$ cat src/rtl/audio_clk_pkg.sv
// audio_clk_pkg: shared enums and width helpers for the audio clock generator
package audio_clk_pkg;
  typedef enum logic {FS_I2S = 1'b0, FS_TDM = 1'b1} fs_mode_e;
  typedef enum logic [1:0] {IDLE, RUN, STOPPING} clkgen_state_e;
  localparam int DIV_CFG_W = 8;
  function automatic int width_of(input int n);
    return n < 2 ? 1 : $clog2(n);
  endfunction
endpackage

$ cat src/rtl/clk_en_divider.sv
// clk_en_divider: toggle divider that flips level every half-period of enabled counts
module clk_en_divider #(
  parameter int W = 8
) (
  input  logic         sys_clk,
  input  logic         sys_rst,
  input  logic         cnt_en,
  input  logic [W-1:0] half,
  output logic         level,
  output logic         rise_evt,
  output logic         fall_evt
);
  logic [W-1:0] cnt;
  logic tick;
  assign tick = cnt_en && cnt >= half - 1'b1;
  assign rise_evt = tick && !level;
  assign fall_evt = tick && level;
  // Half-period counter; >= keeps it safe if half shrinks mid-count
  always_ff @(posedge sys_clk or posedge sys_rst)
    if (sys_rst) begin
      cnt <= '0;
      level <= 1'b0;
    end else if (cnt_en) begin
      cnt <= tick ? '0 : cnt + 1'b1;
      level <= level ^ tick;
    end
endmodule

$ cat src/rtl/i2s_clock_gen.sv
// i2s_clock_gen: I2S/TDM clock master on sys_clk enables; I2S_CLKGEN_RUNTIME_DIV_EN adds a runtime MCLK divider input
module i2s_clock_gen
  import audio_clk_pkg::*;
#(
  parameter int MCLK_DIV  = 6,
  parameter int BCK_RATIO = 4,
  parameter int SLOT_BITS = 32,
  parameter int NUM_SLOTS = 2,
  parameter int FS_MODE   = 0
) (
  input  logic                         sys_clk,
  input  logic                         sys_rst,
  input  logic                         enable,
`ifdef I2S_CLKGEN_RUNTIME_DIV_EN
  input  logic [DIV_CFG_W-1:0]         mclk_div_cfg,
`endif
  output logic                         mclk,
  output logic                         bck,
  output logic                         lrck,
  output logic                         bck_rise_stb,
  output logic                         bck_fall_stb,
  output logic                         frame_start_stb,
  output logic [$clog2(NUM_SLOTS)-1:0] slot_idx,
  output logic [$clog2(SLOT_BITS)-1:0] bit_idx,
  output logic                         running
);
  localparam int SW = $clog2(NUM_SLOTS);
  localparam int BW = $clog2(SLOT_BITS);
  localparam int RW = width_of(BCK_RATIO / 2 + 1);
  localparam fs_mode_e MODE = (FS_MODE == 1) ? FS_TDM : FS_I2S;
  if (MCLK_DIV < 2 || MCLK_DIV % 2 != 0) begin : g_chk_mclk
    $error("i2s_clock_gen: MCLK_DIV must be even and >= 2");
  end
  if (BCK_RATIO < 2 || BCK_RATIO % 2 != 0) begin : g_chk_bck
    $error("i2s_clock_gen: BCK_RATIO must be even and >= 2");
  end
  if (SLOT_BITS < 8 || NUM_SLOTS < 2 || FS_MODE < 0 || FS_MODE > 1) begin : g_chk_frame
    $error("i2s_clock_gen: need SLOT_BITS >= 8, NUM_SLOTS >= 2, FS_MODE 0 or 1");
  end
  if (FS_MODE == 0 && NUM_SLOTS != 2) begin : g_chk_i2s
    $error("i2s_clock_gen: I2S mode requires NUM_SLOTS == 2");
  end
  clkgen_state_e state;
  logic mclk_rise, mclk_fall_unused, bck_rise, bck_fall;
  logic bit_wrap, frame_wrap, stop, lrck_nxt;
  logic [BW-1:0] bit_nxt;
  logic [SW-1:0] slot_nxt;
  assign bit_wrap = bit_idx == BW'(SLOT_BITS - 1);
  assign frame_wrap = bit_wrap && slot_idx == SW'(NUM_SLOTS - 1);
  assign bit_nxt = bit_wrap ? '0 : bit_idx + 1'b1;
  assign slot_nxt = bit_wrap ? (frame_wrap ? '0 : slot_idx + 1'b1) : slot_idx;
  assign lrck_nxt = MODE == FS_TDM ? (slot_nxt == '0 && bit_nxt == '0) : (slot_nxt >= SW'(NUM_SLOTS / 2));
  assign stop = bck_fall && frame_wrap && state == STOPPING && !enable;
`ifdef I2S_CLKGEN_RUNTIME_DIV_EN
  localparam int MW = DIV_CFG_W;
  logic [MW-1:0] mclk_half;
  // Shadow divider only reloads while idle or at a frame boundary, never mid-frame
  always_ff @(posedge sys_clk or posedge sys_rst)
    if (sys_rst)
      mclk_half <= MW'(MCLK_DIV / 2);
    else if (state == IDLE || (bck_fall && frame_wrap))
      mclk_half <= mclk_div_cfg < 2 ? MW'(1) : {1'b0, mclk_div_cfg[DIV_CFG_W-1:1]};
`else
  localparam int MW = width_of(MCLK_DIV / 2 + 1);
  logic [MW-1:0] mclk_half;
  assign mclk_half = MW'(MCLK_DIV / 2);
`endif
  clk_en_divider #(.W(MW)) u_mclk_div (
    .sys_clk (sys_clk),
    .sys_rst (sys_rst),
    .cnt_en  (1'b1),
    .half    (mclk_half),
    .level   (mclk),
    .rise_evt(mclk_rise),
    .fall_evt(mclk_fall_unused)
  );
  clk_en_divider #(.W(RW)) u_bck_div (
    .sys_clk (sys_clk),
    .sys_rst (sys_rst),
    .cnt_en  (mclk_rise && state != IDLE),
    .half    (RW'(BCK_RATIO / 2)),
    .level   (bck),
    .rise_evt(bck_rise),
    .fall_evt(bck_fall)
  );
  // Frame FSM: start on an MCLK rise, advance slot/bit/lrck on BCK falls, stop only at frame wrap
  always_ff @(posedge sys_clk or posedge sys_rst)
    if (sys_rst) begin
      state <= IDLE;
      running <= 1'b0;
      lrck <= 1'b0;
      slot_idx <= '0;
      bit_idx <= '0;
      bck_rise_stb <= 1'b0;
      bck_fall_stb <= 1'b0;
      frame_start_stb <= 1'b0;
    end else begin
      bck_rise_stb <= bck_rise;
      bck_fall_stb <= bck_fall;
      frame_start_stb <= 1'b0;
      if (state == IDLE) begin
        if (enable && mclk_rise) begin
          state <= RUN;
          running <= 1'b1;
          frame_start_stb <= 1'b1;
          lrck <= MODE == FS_TDM;
        end
      end else if (stop) begin
        state <= IDLE;
        running <= 1'b0;
        lrck <= 1'b0;
        slot_idx <= '0;
        bit_idx <= '0;
      end else begin
        state <= enable ? RUN : STOPPING;
        if (bck_fall) begin
          slot_idx <= slot_nxt;
          bit_idx <= bit_nxt;
          lrck <= lrck_nxt;
          frame_start_stb <= frame_wrap;
        end
      end
    end
endmodule

$ cat config.mk
export PLATFORM = sky130hd
export DESIGN_NAME = i2s_clock_gen
export DESIGN_NICKNAME = d
export VERILOG_FILES = /design/src/rtl/audio_clk_pkg.sv /design/src/rtl/clk_en_divider.sv /design/src/rtl/i2s_clock_gen.sv
export SDC_FILE = /design/constraint.sdc
export NUM_CORES = 1
export LEC_CHECK = 0
export ABC_AREA = 0
export CAP_MARGIN = 20
export CORE_MARGIN = 2
export CORE_UTILIZATION = 50
export CTS_BUF_LIST = sky130_fd_sc_hd__clkbuf_4 sky130_fd_sc_hd__clkbuf_8 sky130_fd_sc_hd__clkbuf_16
export DETAILED_ROUTE_END_ITERATION = 12
export PLACE_DENSITY = 0.76
export SLEW_MARGIN = 25
export SYNTH_ARGS = -nofsm -noshare
export SYNTH_HDL_FRONTEND = slang
export SYNTH_SLANG_ARGS = --single-unit
$ cat constraint.sdc
create_clock -name sys_clk -period 2.6 [get_ports sys_clk]
set_clock_uncertainty 0.2 [all_clocks]
set_input_delay 0.39 -clock sys_clk [delete_from_list [all_inputs] [get_ports sys_clk]]
set_output_delay 0.39 -clock sys_clk [all_outputs]
set_load 0.02 [all_outputs]
Word level (Yosys, flattened, before mapping)
Cells that the tools add are included.
{"block": "word_totals", "output_inout_bits": 13, "input_bits": 3, "ff_bits": 19}
{"block": "classes", "magnitude_cmp": 3, "addsub": 4, "reduce_logical": 21, "eq_ne": 3, "mux": 24, "bitwise_logic": 3}
{"operator": "two-way mux 1 bit", "n": 15}
{"operator": "two-way mux 5 bit", "n": 3}
{"operator": "two-way mux 2 bit", "n": 6}
{"operator": "logical AND 1 bit", "n": 10}
{"operator": "AND reduction 2 bit", "n": 3}
{"operator": "nonzero test 2 bit", "n": 3}
{"operator": "adder 5 x 1 -> 5 bit, second input constant", "n": 1}
{"operator": "equality test 5 bit, second input constant", "n": 1}
{"operator": "adder 2 x 1 -> 2 bit, second input constant", "n": 2}
{"operator": "zero test 1 bit", "n": 3}
{"operator": "nonzero test 3 bit", "n": 1}
{"operator": "equality test 2 bit, second input constant", "n": 1}
{"operator": ">= comparator 2 x 1 -> 1 bit, second input constant", "n": 1}
{"operator": ">= comparator 2 bit, second input constant", "n": 1}
{"operator": "zero test 2 bit", "n": 1}
{"operator": "!= test 2 x 1 -> 1 bit, second input constant", "n": 1}
{"operator": "XOR 1 bit", "n": 2}
{"operator": "adder 1 bit, second input constant", "n": 1}
{"operator": ">= comparator 1 bit, second input constant", "n": 1}
{"operator": "NOT 1 bit", "n": 1}

Longest topological paths before layout
{"block": "depth", "depth_word": 10, "ltp_mapped": 9, "mapped_depth_nobuf": 9}

By module
Synthesis repeated with hierarchy kept, for this count alone.
{"block": "hier_totals", "cells_unflattened": 101, "hier_area_um2": 1057.3}
{"module": "i2s_clock_gen", "seq_area_each_um2": 325.3, "cells_each": 57, "area_per_inst_um2": 604.3, "instances": 1}
{"module": "clk_en_divider", "seq_area_each_um2": 75.1, "cells_each": 22, "area_per_inst_um2": 226.5, "instances": 2}

Least setup slack after synthesis
No wires, ideal clock.
{"block": "synth_timing", "path_type": "register to register", "startpoint": "reg bit_idx[0]", "endpoint": "reg bit_idx[3]", "setup_ps": 74, "required_time_ps": 2326, "arrival_time_ps": 1839, "slack_ps": 487, "stages_incl_launch_ff": 9, "period_less_slack_ps": 2113, "path_cell_list": "dfrtp_1 > ha_1 > and3_1 > ha_1 > ha_1 > nor2b_2 > o21ai_4 > nand2b_4 > o21ai_2"}
{"block": "synth_between", "elab_chain_cells": 7, "word_cells_on_any_way": 11, "cone_classes": "add/sub: 1; eq/ne: 1; mux: 3; reduce/logical: 6"}
{"element": "start, declared", "line": "i2s_clock_gen.sv:24", "text": "output logic [$clog2(SLOT_BITS)-1:0] bit_idx,"}
{"element": "start signal, assigned", "line": "i2s_clock_gen.sv:118", "text": "bit_idx <= bit_nxt;"}
{"element": "branches (longest 7 deep; another with adder 5 x 1 -> 5 bit)"}
Several ways; the timed one is not identified. The select of a mux whose other input is x is not followed.
A chain may end at the register's enable or synchronous reset.

Worst setup path after layout
Ends and elaborated chain as after synthesis.

==> summary.txt <==
Clock tree
  – Clock latency on the worst-skew pair: 0.29 ns
  – CTS H-Tree Depth: 1
  – CTS tree: yes
  – CTS root buf: clkbuf_4
  – CTS sink cnt: 19
  – Post-CTS sizing: 0
  – Post-CTS setup buffer count: 0
  – Clk slew on worst S/H paths: 0.10 ns
  – Inserted Clock Buffers: 3
  – Hold buffers post-CTS: 0
  – Worst-case clock buffer depth: 2

Power and ir drop
  – Sw Pwr: 0.0001965 W
  – Sw Ratio: 29.78%
  – Internal power component: 0.0004634 W
  – Maximum VDD drop: 0.3306 mV
  – Clock share of power: 23.6%
  – Comb power frac: 22.4%
  – Sequential share of power: 54.0%
  – Leak: 0.5013 nW
  – PD cells: 595.3 nW/µm²

Yosys
  – Largest family of logic cells by synthesized area: simple AND/OR/NAND/NOR gates
  – Register area share after synthesis: 52.20%
  – Compound-Gate Fraction of Synth Area: 16.35%
  – Syn nets: 96
  – XOR/XNOR Fraction of Synth Area: 0.9615%
  – Simple-gate portion of the synthesized area: 16.48%
  – Post-Synth Adder-Cell Area: 9.615%
  – Synth async-reset ratio: 100.0%
  – Post-synthesis average cell area: 10.59 µm²
  – Synthesized area: 910.9 µm²
  – EDFF count, synth: 0
  – Ys flop type: dfrtp_1
  – Post-Syn Instances: 86
  – Flop and latch count out of synthesis: 19
  – Post-synthesis mux area share: 0%
  – Count of cell types in the netlist: 26
  – Yosys warns: 0

Drt
  – Total iterations of the first detailed-routing run: 4
  – Post-DRT Antenna Nets: 0
  – Number of DRC markers in iteration 0: 8
  – Via/cell ratio: 5.102
  – Routed wire length: 1570 µm
  – Via count: 648
  – DRC errors left: 0
  – Avg WL per Cell: 12.36 µm

Setup path
  – Critical path capture point type: flip-flop
  – Worst-path fanout max: 5
  – Reg-to-reg critical path endpoint: bit_idx[3]$_DFFE_PP0P_
  – R2R Setup Slk: 0.37 ns
  – RR Startpoint: bit_idx[0]$_DFFE_PP0P_
  – CP Launch Type: flip-flop
  – WP data required: 2.63 ns
  – Crit path capture: bit_idx[3]$_DFFE_PP0P_
  – Reg2reg path depth: 8
  – Critical path startpoint: bit_idx[0]$_DFFE_PP0P_
  – Crit Path Class: flip-flop to flip-flop
  – WP data arrival: 2.25 ns

Run
  – Max-cap viol count: 0

Global route
  – First-pass GRT wire length: 2766 µm
  – GRT overflow: 0
  – GR Util All Layers: 18.03%
  – Largest net degree at the start of global routing: 20
  – Initial antenna violation count: 0
  – Vias in the first global route: 635

Floorplanning
  – Die Ht: 46.68 µm
  – Total I/O pin count: 16
  – Placeable Area: 1727 µm²
  – Initial Util: 52.75%
  – Num rows: 15
  – Die ar.: 2179 µm²
  – Die X: 46.68 µm

Finish
  – Synthesis-to-finish area growth: 21.70%
  – Cell area after layout: 1109 µm²
  – Final core occ: 64.20%
  – Share of layout cells above drive strength 1: 11.76%
  – Fill cells: 163
  – Footprint of the multi-input gates: 395.4 µm²
  – Sequential standard cell area: 475.5 µm²
  – Antenna diode count: 0
  – Nets: 113

Placement
  – Placed cell area: 1079 µm²
  – Port buffer count: 15
  – DP HPWL: 1197 µm
  – Gpl congestion: 0.6704

Timing
  – RSZ-0062 raised after global routing: false
  – Minimum period implied by the final worst setup slack: 2.227 ns
  – Slew margin rel.: 53.49%
  – Final Cycle Share: 85.66%
  – TNS Setup: 0 ns
  – Final setup viols: 0
  – Hold Fails Final Rpt: 0
  – Worst-margin pin slew: 0.6968 ns
  – Fin. max-slew vios: 0
  – Hold slack: 0.2287 ns
  – Max Freq: 0.4490 GHz

Min path
  – HP Class: flip-flop to flip-flop

Run status
  – Status: completed
## power groups by stage
| stage | combinational [W] | sequential, W | clock [W] |
|---|---|---|---|
| 4_1_cts | 0.000152 | 0.000356 | 0.000160 |
| 2_1_floorplan | 0.0000858 | 0.000369 | 0 |
| 3_5_place_dp | 0.000150 | 0.000362 | 0 |
| 5_1_grt | 0.000174 | 0.000362 | 0.000169 |
| 6_report | 0.000148 | 0.000357 | 0.000155 |
| 3_3_place_gp | 0.000144 | 0.000361 | 0 |
## critical path, cell delays in order (launching register included)
cell and delay, ns:
dfrtp_1 0.45, ha_1 0.25, and3_1 0.20, ha_1 0.22, ha_1 0.23, nor2b_2 0.18, o21ai_4 0.23, nand2b_4 0.08
o21ai_2 0.12
## sequential cells by signal (all words and copies together), names as in the netlist
name and count:
u_mclk_div.cnt 2, running 1, u_mclk_div.level 1, bck_rise_stb 1
bit_idx 5, u_bck_div.level 1, state 2, bck_fall_stb 1
lrck 1, u_bck_div.cnt 2, slot_idx 1, frame_start_stb 1
## worst min path at each step
stage	endpoint	start	slack, ns	cells past startpoint
after floorplan	bck_fall_stb$_DFF_PP0_	sys_rst	0.14	1
after detailed placement	u_mclk_div.cnt[0]$_DFF_PP0_	u_mclk_div.cnt[0]$_DFF_PP0_	0.21	1
after global routing	u_mclk_div.cnt[0]$_DFF_PP0_	u_mclk_div.cnt[0]$_DFF_PP0_	0.26	1
after CTS	u_mclk_div.cnt[0]$_DFF_PP0_	u_mclk_div.cnt[0]$_DFF_PP0_	0.23	1
final	u_mclk_div.cnt[0]$_DFF_PP0_	u_mclk_div.cnt[0]$_DFF_PP0_	0.23	1
after global placement	u_mclk_div.cnt[0]$_DFF_PP0_	u_mclk_div.cnt[0]$_DFF_PP0_	0.20	1
## logic make-up after synthesis
logic type      after synthesis
compound gates               19
xor+xnor                      1
fa+ha+maj                     7
buf+inv                      10
flops                        19
simple gates                 30
## per-layer routing
| metal | up-vias | wire length [µm] | GRT usage, % |
|---|---|---|---|
| met5 | - | 0 | 0 |
| met4 | 0 | 10 | 5.000 |
| met3 | 2 | 56 | 3.922 |
| met2 | 11 | 738 | 28.61 |
| met1 | 315 | 764 | 24.82 |
| li1 | 320 | - | - |
## final cells by class
cell class | count | area share, %
Sequential cell | 19 | 42.89
Clock buffer | 4 | 2.709
Tap cell | 25 | 2.822
Multi-Input combinational cell | 57 | 35.67
Inverter | 7 | 2.370
Timing Repair Buffer | 15 | 13.54
## placed cells by master, fill, tap and decap left out, types with 3 or more instances in the layout
master            n
o21ai_0           5
nor2_1            4
clkbuf_4          4
nand2_1          16
nand3_1           3
clkdlybuf4s50_1  15
inv_1             7
ha_1              7
dfrtp_1          19
## per-stage QoR
stage	power, W	cells	setup slack [ns]
after floorplan	0.0004549	86	0.4869
after global placement	0.0005047	123	0.4598
after detailed placement	0.0005122	123	0.3986
after CTS	0.0006676	127	0.3748
after global routing	0.0007059	127	0.1977
final	0.0006599	127	0.3730
## Yosys cell counts (2+ instances only)
library cell	n	area [µm²]
dfrtp_1	19	475.5
nand2_1	16	60.06
ha_1	7	87.58
inv_1	7	26.28
o21ai_0	5	25.02
nor2_1	4	15.01
nand3_1	3	15.01
a22o_1	2	17.52
buf_2	2	10.01
nor2b_1	2	12.51
o21ai_1	2	10.01
o21ai_2	2	17.52
o21ai_4	2	32.53
(Power assumes the default switching activity.)
